File: config.mk
export PLATFORM = sky130hd
export DESIGN_NAME = stall_pipeline_n
export DESIGN_NICKNAME = d
export VERILOG_FILES = /design/src/rtl/stall_pipeline_n.sv
export SDC_FILE = /design/constraint.sdc
export NUM_CORES = 1
export LEC_CHECK = 0
export ABC_AREA = 1
export BUFFER_PORTS_ARGS = -buffer_cell sky130_fd_sc_hd__clkbuf_2
export CORE_ASPECT_RATIO = 1.5
export CORE_UTILIZATION = 41
export CTS_CLUSTER_SIZE = 10
export DETAILED_ROUTE_END_ITERATION = 8
export PLACE_DENSITY = 0.64
export SETUP_SLACK_MARGIN = 0.05
export SLEW_MARGIN = 20
export SYNTH_ARGS = -nofsm -noshare
export SYNTH_HDL_FRONTEND = slang
export SYNTH_SLANG_ARGS = --single-unit
File: constraint.sdc
create_clock -name clk -period 7.4 [get_ports clk]
set_input_delay 2.22 -clock clk [delete_from_list [all_inputs] [get_ports clk]]
set_output_delay 2.22 -clock clk [all_outputs]
set_load 0.01 [all_outputs]
File: src/rtl/stall_pipeline_n.sv
// stall_pipeline_n
// ----------------------------------------------------------------------------
// Purpose:
//   An N-stage pipeline with stall and flush. It carries DATA_W-bit beats from
//   an upstream producer to a shared resource, using an arbiter request/grant
//   handshake. Backpressure travels back through a bubble-collapsing ready
//   chain, so an empty stage always accepts a beat even when the stages below
//   it are stalled. A credit counter limits how many beats can be at the
//   resource at once. Results coming back from the resource are registered
//   and passed to the consumer.
//
// Ports:
//   clk                    in   single clock, rising edge
//   reset                  in   synchronous, active-high
//   inputs                 in   producer beat (DATA_W)
//   in_valid               in   producer beat valid
//   in_flush               in   kill all beats held in the stages
//   arbiter_grant          in   resource grant for this cycle
//   resource_output        in   result from the resource (DATA_W)
//   in_valid_from_resource in   result valid (no backpressure)
//   pipeline_output        out  registered result to the consumer (DATA_W)
//   out_valid_to_consumer  out  pipeline_output valid
//   resource_input         out  last-stage data (DATA_W)
//   out_valid_to_resource  out  last-stage valid, gated by credit
//   arbiter_req            out  request to the arbiter
//   out_stall              out  upstream must hold, beat not accepted
//   out_occupancy          out  number of valid stages (CNT_W)
//   out_outstanding        out  issued-but-unreturned count (OUT_W)
// ----------------------------------------------------------------------------
module stall_pipeline_n #(
  parameter int DATA_W          = 32,
  parameter int DEPTH           = 3,
  parameter int MAX_OUTSTANDING = 4,
  localparam int CNT_W          = $clog2(DEPTH + 1),
  localparam int OUT_W          = $clog2(MAX_OUTSTANDING + 1)
) (
  input  logic              clk,
  input  logic              reset,
  input  logic [DATA_W-1:0] inputs,
  input  logic              in_valid,
  input  logic              in_flush,
  input  logic              arbiter_grant,
  input  logic [DATA_W-1:0] resource_output,
  input  logic              in_valid_from_resource,
  output logic [DATA_W-1:0] pipeline_output,
  output logic              out_valid_to_consumer,
  output logic [DATA_W-1:0] resource_input,
  output logic              out_valid_to_resource,
  output logic              arbiter_req,
  output logic              out_stall,
  output logic [CNT_W-1:0]  out_occupancy,
  output logic [OUT_W-1:0]  out_outstanding
);

  logic [DEPTH-1:0]  r_v;
  logic [DATA_W-1:0] r_d [DEPTH];
  logic [OUT_W-1:0]  r_outstanding;
  logic [DATA_W-1:0] r_pipeOut;
  logic              r_outValid;

  logic              w_creditFull;
  logic              w_req;
  logic              w_issue;
  logic              w_retTake;
  logic [DEPTH-1:0]  w_rdy;
  logic [DEPTH-1:0]  w_load;
  logic [CNT_W-1:0]  w_occupancy;

  // The credit limit gates the request. Because of this, a return that
  // arrives while the counter is full only reopens the request on the
  // following cycle, once the counter register has actually dropped.
  assign w_creditFull = (r_outstanding == OUT_W'(MAX_OUTSTANDING));
  assign w_req        = r_v[DEPTH-1] & ~w_creditFull;
  assign w_issue      = w_req & arbiter_grant;
  assign w_retTake    = in_valid_from_resource & (r_outstanding != '0);

  // The ready chain is evaluated from the resource end back to stage 0.
  // A stage is ready to pass its beat on when the stage after it is empty
  // or is itself moving. The running term is kept in a local variable so
  // that w_rdy never reads itself.
  always_comb begin
    logic acc;
    acc             = arbiter_grant & ~w_creditFull;
    w_rdy           = '0;
    w_rdy[DEPTH-1]  = acc;
    for (int k = DEPTH - 2; k >= 0; k--) begin
      acc      = ~r_v[k+1] | acc;
      w_rdy[k] = acc;
    end
    w_load = ~r_v | w_rdy;
  end

  // Occupancy is the count of set stage valids, taken straight from the
  // stage registers.
  always_comb begin
    w_occupancy = '0;
    for (int k = 0; k < DEPTH; k++) begin
      w_occupancy = w_occupancy + CNT_W'(r_v[k]);
    end
  end

  // Stage registers. A stage that is loading takes the beat from the stage
  // above it (stage 0 takes the producer). A stage that is not loading
  // keeps what it holds. A flush clears every valid, which also drops the
  // producer beat offered in that cycle. Data is allowed to keep moving
  // during a flush, because no valid will ever qualify it.
  always_ff @(posedge clk) begin
    if (reset) begin
      r_v <= '0;
      for (int k = 0; k < DEPTH; k++) begin
        r_d[k] <= '0;
      end
    end else begin
      if (w_load[0]) begin
        r_v[0] <= in_valid;
        r_d[0] <= inputs;
      end
      for (int k = 1; k < DEPTH; k++) begin
        if (w_load[k]) begin
          r_v[k] <= r_v[k-1];
          r_d[k] <= r_d[k-1];
        end
      end
      if (in_flush) begin
        r_v <= '0;
      end
    end
  end

  // Outstanding credit counter. An issue and a return in the same cycle
  // cancel each other out. A return that arrives with nothing outstanding
  // is ignored. A flush does not touch this counter.
  always_ff @(posedge clk) begin
    if (reset) begin
      r_outstanding <= '0;
    end else begin
      case ({w_issue, w_retTake})
        2'b10:   r_outstanding <= r_outstanding + OUT_W'(1);
        2'b01:   r_outstanding <= r_outstanding - OUT_W'(1);
        default: r_outstanding <= r_outstanding;
      endcase
    end
  end

  // Return path. The result valid is registered every cycle. The result
  // data is only captured when that valid is high, so the consumer keeps
  // seeing the last real result in between returns.
  always_ff @(posedge clk) begin
    if (reset) begin
      r_outValid <= 1'b0;
      r_pipeOut  <= '0;
    end else begin
      r_outValid <= in_valid_from_resource;
      if (in_valid_from_resource) begin
        r_pipeOut <= resource_output;
      end
    end
  end

  assign pipeline_output       = r_pipeOut;
  assign out_valid_to_consumer = r_outValid;
  assign resource_input        = r_d[DEPTH-1];
  assign out_valid_to_resource = w_req;
  assign arbiter_req           = w_req;
  assign out_stall             = r_v[0] & ~w_rdy[0];
  assign out_occupancy         = w_occupancy;
  assign out_outstanding       = r_outstanding;

endmodule
==> metrics.md <==
| Metric | Value |
|---|---|
| Setup CP Type | in -> out |
| Post-placement cell area | 5950 µm² |
| Vias in the first global route | between 3,000 and 4,000 |
| Post-Synth XOR/XNOR Area | 0% |
| Max-cap viol count | 0 |
| Total congestion overflow | 0 |
| Die Y-Extent | 142 µm |
| Diode count | 0 |
| Worst slew margin | 34.5% |
| Grt met2 use | 25.0% |
| Port bufs | 142 |
| Syn Inst Count | 519 |
| Hpwl dp | 6420 µm |
| Final instance area | 6590 µm² |
| Met1 Usage GRT | around 17% |
| Worst-path clk slew | approximately 60 ps |
| First-pass GRT wire length | approximately 15,000 µm |
| Post-synthesis sequential area ratio | 68.0% |
| Syn avg cell area | 10.4 µm² |
| FF+latch count, synth | roughly 140 |
| Int Power | 0.00146 W |
| VDD IR-drop max | ~0.16 mV |
| Area share of the largest cell type after synthesis | around 54% |
| Largest area contributor in the netlist | edfxtp_1 |
| Synth top area cells | edfxtp_1 54%, dfxtp_1 14%, nor2_1 11% |
| Final Routed Wirelength | 9420 µm |
| Register area | 3660 µm² |
| Sequential power share | 45.7% |
| Main combinational cell family by area after synthesis | buffers and inverters |
| Slew @ Worst Pin | 981 ps |
| Startpoint types | input pin |
| Num ports | 143 |
| Clk_lat worst skew | 410 ps |
| Cell variety after synth | 20 |
| Area grow syn2layout | 22.4% |
| DRC | 0 |
| Hold Path Class | reg -> reg |
| Routed length per instance | 11.8 µm |
| Unrepaired setup endpoints after global routing | no |
| Compound-gate portion of the synthesized area | between 3 and 4% |
| Endpoints failing setup | 0 |
| DR vias/cell | about 4.3 |
| Filler cells | 1,154 |
| CTS Root Buffer Type | clkbuf_16 |
| CTS tree | done |
| # clock sinks | approximately 140 |
| RD Place Congestion | 0.770 |
| CTS max path bufs | 2 |
| Via count | 3,443 |
| Crit path required time | 5180 ps |
| # H-tree levels | 4 |
| Busiest grt layer | met2 |
| R2r setup slk | between 5000 and 6000 ps |
| Syn nets | approximately 590 |
| Adder-cell share of the synthesized area | 0.976% |
| DR iter-0 viols | ~170 |
| Post-CTS setup repair buffer count | 0 |
| Gr usage total | 14.9% |
| Simple-gate portion of the synthesized area | 12.7% |
| Initial antenna violation count | 0 |
| Switch Pwr | 0.000415 W |
| Slew Limit Fails | 0 |
| Full die area | between 10,000 and 15,000 µm² |
| Fin crit period | 5030 ps |
| Synth warnings | 0 |
| TNS Setup | 0 ps |
| Post-synthesis mux area share | 0% |
| Switching Fraction | between 20% and 30% |
| Clock share of power | 48.2% |
| Met3 usage | 5.02% |
| Post-route ant nets | 0 |
| Static leakage | 3.19 nW |
| Worst Skew | 7.75 ps |
| Combinational power share | 6.2% |
| Highest Clock Rate | 199 MHz |
| CP endpoint kind | output port |
| Post-CTS sizing | 0 |
| Most common cell after layout, fill and taps aside | nor2_1 |
| Critical path arrival | 2810 ps |
| NumNets Final | 702 |
| Run status | complete, no violations |
| Die width | roughly 96 µm |
| Core Box Area | between 10,000 and 15,000 µm² |
| Row cnt | 50 |
| PD cells | between 200 and 300 nW/µm² |
| First-pass iteration count of the detailed router | 4 |
| Cell Area, Synth | 5390 µm² |
| Share of layout cells above drive strength 1 | 28.0% |
| Hold-fix buffers, CTS | 0 |
| Starting Density | 42.6% |
| Largest net degree at the start of global routing | 97 |
| Crit-path max FO | 3 |
| Final period util | 68.0% |
| Area of the multi-input gates | 961 µm² |
| Final Hold Viols | 0 |
| Leading cell types in the layout, fill and taps excluded | 163 x nor2_1, 142 x clkbuf_2, 107 x inv_1, 96 x edfxtp_1, 39 x dfxtp_1 |
| Total CTS buffers | 17 |
layout make-up:
cell class                      instances  share of cell area, %
Sequential cell                       135                   55.6
Timing Repair Buffer                  144                   11.0
Clock inverter                         15                   3.26
Clock buffer                           17                   6.45
Inverter                              108                   6.15
Multi-Input combinational cell        223                   14.6
Tap cell                              156                   2.96
synth_stat cells (all sizes together):
| library cell | instances |
|---|---|
| nor2 | 164 |
| inv | 107 |
| edfxtp | 96 |
| buf | 43 |
| dfxtp | 39 |
| o21ai | 35 |
| clkbuf | 10 |
| nand2 | 9 |
| a21oi | 8 |
| fa | 2 |
| nand3 | 2 |
| clkinv | 1 |
| ha | 1 |
| nand4 | 1 |
| or2 | 1 |
stage by stage:
stage / hold WS, ps / instances / setup WS [ps] / power, W / util, %
3_5_place_dp: 476 / 766 / 2280 / 0.000991 / 47.1
4_1_cts: 494 / 798 / 2370 / 0.00190 / 52.2
5_1_grt: 520 / 798 / 2320 / 0.00195 / 52.2
3_3_place_gp: 468 / 766 / 2390 / 0.000985 / 47.1
2_1_floorplan: 475 / 519 / 2680 / 0.000945 / -
6_report: 490 / 798 / 2370 / 0.00188 / 52.2
critical path, cell delays in order:
cell and delay [ps]:
clkbuf_2 110, nand2_1 80, nand4_2 130, inv_1 130, clkbuf_2 140
path summary, 6_finish.rpt:
path                            cells after the start               start            endpoint
worst min-delay path                                2  pipeline_output[3]  pipeline_output[3]
worst max register to register                      4  out_outstanding[0]          r_d[0][45]
worst max-delay path                                5       arbiter_grant           out_stall
worst min register to register                      2  pipeline_output[3]  pipeline_output[3]
flip-flops by register name, indices dropped and copies added, names as in the netlist:
| register | cells |
|---|---|
| r_d | 96 |
| pipeline_output | 32 |
| out_outstanding | 3 |
| r_v | 3 |
| out_valid_to_consumer | 1 |
layer usage:
| layer | share of wire (%) | vias to the layer above | wire (µm) |
|---|---|---|---|
| met2 | 51 | 140 | 4820 |
| met5 | 0 | - | 0 |
| met3 | 6.8 | 7 | 643 |
| li1 | - | 1780 | - |
| met4 | 1.0 | 0 | 97 |
| met1 | 41 | 1516 | 3860 |
cells by family (layout without fill, tap and decap cells):
group | after synthesis | after routing
AOI/OAI and AO/OA | 43 | 43
and+or+nand+nor | 177 | 177
DFF | 135 | 135
buffers and inverters | 161 | 284
adders and majority gates | 3 | 3
power groups by stage:
stage | Clock (W) | Sequential [W] | Combinational, W
5_1_grt | 0.000956 | 0.000861 | 0.000133
3_3_place_gp | 0 | 0.000872 | 0.000113
3_5_place_dp | 0 | 0.000873 | 0.000117
2_1_floorplan | 0 | 0.000877 | 0.0000677
4_1_cts | 0.000926 | 0.000858 | 0.000118
6_report | 0.000905 | 0.000857 | 0.000116
Note: power is estimated with default switching activity, not from simulation.
